==> src/rtl/operand_fetch_pkg.sv <==
// Shared MIPS decode constants for the operand-fetch/decode/execute stages.
// Field positions and destination-writing opcode ranges live here so every stage agrees.
package operand_fetch_pkg;

  localparam logic [5:0] OP_RTYPE   = 6'h00;
  localparam logic [5:0] OP_JAL     = 6'h03;
  localparam logic [5:0] OP_IMM_LO  = 6'h08;
  localparam logic [5:0] OP_IMM_HI  = 6'h0F;
  localparam logic [5:0] OP_LOAD_LO = 6'h20;
  localparam logic [5:0] OP_LOAD_HI = 6'h25;

  localparam int OPC_MSB = 31;
  localparam int OPC_LSB = 26;
  localparam int RS_MSB  = 25;
  localparam int RS_LSB  = 21;
  localparam int RT_MSB  = 20;
  localparam int RT_LSB  = 16;
  localparam int RD_MSB  = 15;
  localparam int RD_LSB  = 11;

  localparam logic [4:0] REG_RA = 5'd31;

  typedef struct packed {
    logic [31:0] instr;
    logic [31:0] pc;
    logic [4:0]  dst;
    logic        dst_we;
  } stage_t;

endpackage

==> src/rtl/operand_fetch_dst_decode.sv <==
// Combinational destination-register decode: which register an instruction writes, if any.
// Writes to register 0 are reported as no write.
module dst_decode
  import operand_fetch_pkg::*;
(
  input  logic [31:0] i_instr,
  output logic [4:0]  o_dst,
  output logic        o_dst_we
);

  logic [5:0]  w_op;
  logic [4:0]  w_dst;
  logic        w_hit;
  logic        w_unused_bits;

  assign w_op          = i_instr[OPC_MSB:OPC_LSB];
  assign w_unused_bits = ^i_instr[RD_LSB-1:0];

  always_comb begin
    w_dst = 5'd0;
    w_hit = 1'b0;
    if (w_op == OP_RTYPE) begin
      w_dst = i_instr[RD_MSB:RD_LSB];
      w_hit = 1'b1;
    end else if ((w_op >= OP_IMM_LO && w_op <= OP_IMM_HI) ||
                 (w_op >= OP_LOAD_LO && w_op <= OP_LOAD_HI)) begin
      w_dst = i_instr[RT_MSB:RT_LSB];
      w_hit = 1'b1;
    end else if (w_op == OP_JAL) begin
      w_dst = REG_RA;
      w_hit = 1'b1;
    end
  end

  assign o_dst    = w_dst;
  assign o_dst_we = w_hit && (w_dst != 5'd0);

endmodule

==> src/rtl/operand_fetch.sv <==
// Operand-fetch stage: busy scoreboard gating issue, register file read steering,
// and a one-entry writeback bypass covering the write that lands on the read edge.
module operand_fetch
  import operand_fetch_pkg::*;
(
  input  logic        clk,
  input  logic        rst,
  input  logic        in_valid,
  output logic        in_ready,
  input  logic [31:0] in_instr,
  input  logic [31:0] in_pc,
  output logic [4:0]  rf_rindex0,
  output logic [4:0]  rf_rindex1,
  input  logic [31:0] rf_rout0,
  input  logic [31:0] rf_rout1,
  input  logic        wb_we,
  input  logic [4:0]  wb_windex,
  input  logic [31:0] wb_win,
  output logic        out_valid,
  input  logic        out_ready,
  output logic [31:0] out_instr,
  output logic [31:0] out_pc,
  output logic [31:0] out_op0,
  output logic [31:0] out_op1,
  output logic [4:0]  out_dst,
  output logic        out_dst_we
);

  logic [31:0] r_busy;
  stage_t      r_stage;
  logic        r_out_valid;
  logic        r_wb_we_q;
  logic [4:0]  r_wb_windex_q;
  logic [31:0] r_wb_win_q;

  logic [4:0]  w_in_rs, w_in_rt, w_in_dst, w_b_rs, w_b_rt;
  logic        w_in_dst_we, w_stage_free, w_srcs_ok, w_accept;
  logic [31:0] w_clr, w_set, w_blocking, w_busy_next;

  dst_decode u_dst_decode (
    .i_instr  (in_instr),
    .o_dst    (w_in_dst),
    .o_dst_we (w_in_dst_we)
  );

  assign w_in_rs = in_instr[RS_MSB:RS_LSB];
  assign w_in_rt = in_instr[RT_MSB:RT_LSB];
  assign w_b_rs  = r_stage.instr[RS_MSB:RS_LSB];
  assign w_b_rt  = r_stage.instr[RT_MSB:RT_LSB];

  // A writeback in this cycle releases its register immediately; the bypass covers the data.
  assign w_clr      = wb_we ? (32'd1 << wb_windex) : 32'd0;
  assign w_blocking = r_busy & ~w_clr;
  assign w_srcs_ok  = !w_blocking[w_in_rs] && !w_blocking[w_in_rt] &&
                      !(w_in_dst_we && w_blocking[w_in_dst]);

  assign w_stage_free = !r_out_valid || out_ready;
  assign in_ready     = !rst && w_stage_free && w_srcs_ok;
  assign w_accept     = in_valid && in_ready;

  // Set is applied after clear so a same-index set wins.
  assign w_set       = (w_accept && w_in_dst_we) ? (32'd1 << w_in_dst) : 32'd0;
  assign w_busy_next = ((r_busy & ~w_clr) | w_set) & ~32'd1;

  assign rf_rindex0 = w_accept ? w_in_rs : w_b_rs;
  assign rf_rindex1 = w_accept ? w_in_rt : w_b_rt;

  always_ff @(posedge clk) begin
    if (rst) begin
      r_busy        <= 32'd0;
      r_stage       <= '0;
      r_out_valid   <= 1'b0;
      r_wb_we_q     <= 1'b0;
      r_wb_windex_q <= 5'd0;
      r_wb_win_q    <= 32'd0;
    end else begin
      r_busy        <= w_busy_next;
      r_wb_we_q     <= wb_we;
      r_wb_windex_q <= wb_windex;
      r_wb_win_q    <= wb_win;
      if (w_accept) begin
        r_stage.instr  <= in_instr;
        r_stage.pc     <= in_pc;
        r_stage.dst    <= w_in_dst;
        r_stage.dst_we <= w_in_dst_we;
        r_out_valid    <= 1'b1;
      end else if (r_out_valid && out_ready) begin
        r_out_valid <= 1'b0;
      end
    end
  end

  function automatic logic [31:0] sel_operand(input logic [4:0] idx, input logic [31:0] rf_data,
                                              input logic byp_we, input logic [4:0] byp_idx,
                                              input logic [31:0] byp_data);
    if (idx == 5'd0)
      return 32'd0;
    else if (byp_we && byp_idx == idx)
      return byp_data;
    else
      return rf_data;
  endfunction

  assign out_op0    = sel_operand(w_b_rs, rf_rout0, r_wb_we_q, r_wb_windex_q, r_wb_win_q);
  assign out_op1    = sel_operand(w_b_rt, rf_rout1, r_wb_we_q, r_wb_windex_q, r_wb_win_q);
  assign out_valid  = r_out_valid;
  assign out_instr  = r_stage.instr;
  assign out_pc     = r_stage.pc;
  assign out_dst    = r_stage.dst;
  assign out_dst_we = r_stage.dst_we;

endmodule
==> config.mk <==
export PLATFORM = sky130hd
export DESIGN_NAME = operand_fetch
export DESIGN_NICKNAME = d
export VERILOG_FILES = /design/src/rtl/operand_fetch_pkg.sv /design/src/rtl/operand_fetch_dst_decode.sv /design/src/rtl/operand_fetch.sv
export SDC_FILE = /design/constraint.sdc
export NUM_CORES = 1
export LEC_CHECK = 0
export ABC_CLOCK_PERIOD_IN_PS = 9150
export CAP_MARGIN = 20
export CORE_MARGIN = 2
export CORE_UTILIZATION = 55
export CTS_CLUSTER_DIAMETER = 30
export DETAILED_ROUTE_END_ITERATION = 8
export DONT_BUFFER_PORTS = 1
export PLACE_DENSITY = 0.7
export RECOVER_POWER = 25
export SKIP_CTS_REPAIR_TIMING = 1
export SLEW_MARGIN = 20
export SYNTH_ARGS = -nofsm -noshare
export SYNTH_HDL_FRONTEND = slang
export SYNTH_SLANG_ARGS = --single-unit
==> constraint.sdc <==
create_clock -name clk -period 9.15 [get_ports clk]
set_input_delay 1.83 -clock clk [delete_from_list [all_inputs] [get_ports clk]]
set_output_delay 1.83 -clock clk [all_outputs]
set_load 0.03 [all_outputs]
### Word-level counts from Yosys, hierarchy flattened

Index checks and enable logic that the tools add are counted.

| cells by class | value |
|---|---|
| multiplexer cells | 22 |
| eq/ne operators | 3 |
| magnitude comparators | 7 |
| bitwise operators | 3 |
| reductions and logical operators | 25 |
| shift-type cells | 2 |

Operator list:

| cell | count |
|---|---|
| two-way mux 32 bit | 6 |
| left shift 1 x 5 -> 32 bit, first input constant | 2 |
| AND 32 bit | 1 |
| NOT 32 bit | 1 |
| bitwise OR 32 bit | 1 |
| two-way mux 5 bit | 5 |
| less-than comparator 5 x 6 -> 1 bit, second input constant | 3 |
| binary-select mux 1 bit (select 5 bit) | 3 |
| logical AND 1 bit | 13 |
| equality test 5 bit | 2 |
| logical NOT 5 bit | 2 |
| two-way mux 1 bit | 8 |
| equality test 6 x 2 -> 1 bit, second input constant | 1 |
| greater-or-equal comparator 6 x 4 -> 1 bit, second input constant | 1 |
| greater-or-equal comparator 6 bit, second input constant | 1 |
| <= comparator 6 x 4 -> 1 bit, second input constant | 1 |
| <= comparator 6 bit, second input constant | 1 |
| logical NOT 6 bit | 1 |
| logical NOT 1 bit | 5 |
| nonzero test 5 bit | 1 |
| logical OR 1 bit | 2 |
| nonzero test 2 bit | 1 |

| storage, ports and cells | value |
|---|---|
| output and inout port bits | 146 |
| input bits | 170 |
| register bits | 141 |

### Logic depth before layout (Yosys ltp)

| logic depth | value |
|---|---|
| depth in word-level cells | 15 |
| depth in mapped cells | 13 |
| gate-level depth less buffers | 9 |

### By module

Synthesis repeated with hierarchy kept, for this count alone.

| unflattened totals | value |
|---|---|
| cell total of the unflattened synthesis | 893 |
| area total of the unflattened synthesis | 7362.1 um^2 |

By module, submodules not included:

| module | instances | cells each | area each (um^2) | seq. area each (um^2) |
|---|---|---|---|---|
| operand_fetch | 1 | 868 | 7194.4 | 2802.7 |
| dst_decode | 1 | 25 | 167.7 | 0.0 |

### Least setup slack after synthesis

No wires, ideal clock.

| timing path | value |
|---|---|
| kind | input to output |
| start point | in in_instr[27] |
| end point | out rf_rindex0[3] |
| slack | 2.856 ns |
| data required time | 7.320 ns |
| arrival | 4.464 ns |
| stages on the path | 12 |
| path through | nor4_1 nand2_1 o22a_1 clkbuf_1 mux2i_1 o2111ai_1 nand2_1 o31ai_1 o21ai_2 buf_6 buf_6 mux2_1 |

| between the ends | value |
|---|---|
| cells in the longest elaborated chain, start to end | 13 |
| elaborated cells on any way between the ends | 25 |

RTL lines:

| item | line | source |
|---|---|---|
| from (decl) | operand_fetch.sv:10 | `input logic [31:0] in_instr,` |
| greater-or-equal comparator 6 x 4 -> 1 bit (tied with other cells) | operand_fetch_dst_decode.sv:25 | `end else if ((w_op >= OP_IMM_LO && w_op <= OP_IMM_HI) \|\|` |
| logical AND 1 bit, on equally long branches | operand_fetch_dst_decode.sv:25, operand_fetch_dst_decode.sv:26 |  |
| logical OR 1 bit | operand_fetch_dst_decode.sv:25 |  |
| two-way mux 5 bit | operand_fetch_dst_decode.sv:25 |  |
| two-way mux 5 bit | operand_fetch_dst_decode.sv:22 | `if (w_op == OP_RTYPE) begin` |
| binary-select mux 1 bit (select 5 bit) or nonzero test 5 bit (tied branches) | operand_fetch.sv:55, operand_fetch_dst_decode.sv:36 |  |
| two-way mux 1 bit (not written as such) or logical AND 1 bit (tied branches) | operand_fetch.sv:55, operand_fetch_dst_decode.sv:36 |  |
| logical AND 1 bit * | operand_fetch.sv:55 | `!(w_in_dst_we && w_blocking[w_in_dst]);` |
| logical NOT 1 bit * | operand_fetch.sv:55 |  |
| logical AND 1 bit * | operand_fetch.sv:54 | `assign w_srcs_ok = !w_blocking[w_in_rs] && !w_blocking[w_in_rt] &&` |
| logical AND 1 bit * | operand_fetch.sv:58 | `assign in_ready = !rst && w_stage_free && w_srcs_ok;` |
| logical AND 1 bit * | operand_fetch.sv:59 | `assign w_accept = in_valid && in_ready;` |
| two-way mux 5 bit * | operand_fetch.sv:65 | `assign rf_rindex0 = w_accept ? w_in_rs : w_b_rs;` |
| to (decl) | operand_fetch.sv:12 | `output logic [4:0] rf_rindex0,` |

Mark *: on every way between the ends. The rest lies on a longest branch, timed or not. The select of a mux whose other input is x is not followed.

### Worst setup path after layout

Same ends and word-level chain as after synthesis.

==> reports/qor.yml <==
outcome:
  run_status: "finished clean"
min_path:
  min_delay_path_depth: 2
  min-delay-start: "r_busy[1]"
  hold_path_end: "r_busy[1]"
  worstHoldPathType: "reg -> reg"
worst_setup_path:
  crit_arrival_ns: 5.16
  bufs_and_invs_on_worst_path: 0
  setup.worst_path.end_class: "primary output"
  rrSetupSlack_ns: 5.77
  critPathLaunchType: "primary input"
  regToRegStartpoint: "r_busy[14]"
  endpoint_of_the_worst_slack_reg_to_reg_timing_path: "out_pc[2]"
  cp_data_required_time_ns: 7.32
  timing.reg2reg.worst_path_depth: 9
  worstPathCellList: "nor4_1 > nand2_1 > o22a_1 > mux2i_1 > nor3_1 > o211ai_1 > o31ai_1 > o21ai_4 > mux2_1"
  critical_path_source: "in_instr[27]"
  type_of_the_worst_setup_path: "in -> out"
  crit_path_max_fanout: 26
  cpPeakStageDelay_ns: 0.87
  critical-path-top-delay-family: "compound AO/OA/AOI/OAI gates"
  cp_slowest_cell: "sky130_fd_sc_hd__o21ai_4"
floorplanning:
  width_of_the_die_microns: 122.6
  fp-row-count: 43
  die_area_sq_mm: 0.01504
  core_sq_mm: 0.01383
  die-height_microns: 122.6
  boundaryPins: 316
  starting_density_of_the_core_pct: 55.97
detailed_routing:
  routed_wirelength_microns: 24580
  drtPass1Iterations: 5
  detail_route.drc_violations: 0
  viasPerCell: 6.543
  ant_nets: 0
  drt_iter0_markers: 552
  route.vias.total: 6183
  detail_route.wl_per_cell_microns: 26.01
yosys:
  dominant_cell_by_count_in_the_synthesized_netlist: "sky130_fd_sc_hd__dfxtp_1"
  synth_area_sq_mm: 0.007739
  synthesis.nets: 958
  synth_top_area_share_pct: 36.22
  post_synth_inst_count: 788
  synth.top_cells.by_count: "140 x sky130_fd_sc_hd__dfxtp_1, 97 x sky130_fd_sc_hd__nor2b_1, 92 x sky130_fd_sc_hd__mux2i_1"
  synth_async_sr_flop_share_pct: 0
  post_synthesis_area_per_instance_sq_um: 9.821
  post_synth_edffs: 0
  ys.warnings.count: 0
  seq_area_frac_synth_pct: 36.22
  synth_area_leader_cell: "sky130_fd_sc_hd__dfxtp_1"
  synth_top_flop_cell: "sky130_fd_sc_hd__dfxtp_1"
  top_cells_by_area_in_the_synthesized_netlist: "sky130_fd_sc_hd__dfxtp_1 36%, sky130_fd_sc_hd__mux2i_1 12%, sky130_fd_sc_hd__nor2b_1 7.8%, sky130_fd_sc_hd__mux2_4 7.0%, sky130_fd_sc_hd__mux2_2 4.7%"
  ys_types: 61
  synth.ff_latch_count: 140
final_layout:
  area_growth_pct: 8.084
  final_standard_cell_utilization_of_the_core_pct: 60.49
  layout-drive-gt1-share_pct: 17.06
  count_of_nets_after_finishing: 919
  final_design_area_no_fill_sq_mm: 0.008364
sta:
  maxClockFrequency_ghz: 0.1430
  finalHoldViolCount: 0
  final.period_utilization_pct: 76.40
  slew_headroom_pct: 28.80
  holdWs_ns: 0.5486
  finClkSkew_ns: 0.008786
  final.setup.tns_ns: 0
  finalMaxSlewViolations: 0
  setup_repair_after_global_routing_missed_its_margin: "false"
  setup-violations-final: 0
  final_period_minus_worst_setup_slack_ns: 6.991
  tightest_slew_ns: 1.064
pwr:
  post-layout-total-power_mw: 1.800
  vdd_ir_drop_max_v: 0.0001269
  p_int_mw: 1.228
  seq_pwr_share_pct: 39.7
  p_comb_share_pct: 18.2
  p_switching_mw: 0.5720
  power_switching_share_pct: 31.77
  p_per_area_mw_per_mm2: 215.2
  pwr-share-clk_pct: 42.1
  static-leakage-power_nw: 3.182
global_routing:
  grt_start_max_net_pins: 148
  gr-total-overflow: 0
  grt_antenna_before_repair: 2
  all_layer_gr_usage_pct: 31.46
  grt_pass1_vias: 5976
  global_route_wire_length_before_repair_microns: 35240
clock_network:
  htree_num_levels: 4
  tritoncts_buffer_count: 17
  clk_pin_slew_ns: 0.06
  worstSkewPairLatency_ns: 0.43
  cts_max_path_buffers: 2
  cts_tree: "yes"
  numClockSinks: 140
  cts_root_buffer: "sky130_fd_sc_hd__clkbuf_16"
placed_design:
  placement.cell_area_sq_mm: 0.007711
  gp_congestion: 0.9228
  hpwlAfterDp_microns: 18170
  place.port_buffers: 0
flow_run:
  count_of_max_cap_constraint_violations: 0
[cell usage in the layout, fill, tap and decap left out, drive strengths merged, types with 7 or more instances in the layout]
cell      n
o21ai    41
o32ai    35
o211ai    7
clkbuf   18
xor2      8
a21oi    11
a31oi     7
dfxtp   140
mux2     69
mux4     11
inv      11
nor2     78
nand2    22
nor2b    97
nand2b   15
mux2i    92
[cell families after synthesis]
group | count (synthesis) | synth area share (%)
simple gates | 262 | 18.67
mux | 172 | 26.89
flops | 140 | 36.22
compound gates | 130 | 12.48
buf+inv | 72 | 4.382
xor+xnor | 12 | 1.358
[worst max-delay path by stage]
stage                    end  slack (ns)  cells past startpoint
3_5_place_dp   rf_rindex0[3]        2.21                      9
3_3_place_gp   rf_rindex0[3]        2.25                      9
6_report       rf_rindex0[3]        2.16                      9
2_1_floorplan  rf_rindex0[3]        2.86                     12
4_1_cts        rf_rindex0[3]        2.19                      9
5_1_grt        rf_rindex0[3]        1.97                      9
[routing by layer]
layer | track usage, % | share of wire (%) | vias to the layer above
li1 | - | - | 2764
met1 | 37.07 | 39 | 3039
met3 | 10.04 | 8.4 | 55
met2 | 51.18 | 49 | 325
met4 | 16.45 | 3.6 | 0
met5 | 0 | 0 | -
[layout make-up]
type	count	area, sq um
antenna	3	7.507
clock buffer	18	429.2
clock inverter	14	216.5
fill	1178	5463
inverter	9	33.78
multi-input combinational	576	4612
sequential	140	2803
tap	180	225.2
timing repair buffer	5	37.54
[sequential cells by signal, summed over array words and instances, names as in the netlist]
signal / cells
out_dst: 5
r_busy: 31
r_wb_windex_q: 5
r_wb_win_q: 32
out_dst_we: 1
out_pc: 32
out_instr: 32
r_wb_we_q: 1
out_valid: 1
[power groups by stage]
stage	logic (mW)	registers (mW)	clock network (mW)
floorplan	0.301	0.718	0
global placement	0.322	0.728	0
detailed placement	0.325	0.728	0
CTS	0.327	0.715	0.765
global route	0.347	0.718	0.790
finish	0.328	0.715	0.758
[per-stage QoR]
stage	setup WS, ns	std cells
finish	2.159	945
CTS	2.191	942
floorplan	2.856	788
global placement	2.253	910
detailed placement	2.211	910
global route	1.973	944
[worst reg2reg max path: cells and delay by family, from the launching register on]
family / cells / cell delay (ns)
mux: 3 / 1.21
compound gates: 3 / 0.98
buf+inv: 1 / 0.58
simple gates: 2 / 0.22
flops: 1 / 0.30
(Power assumes the default switching activity.)
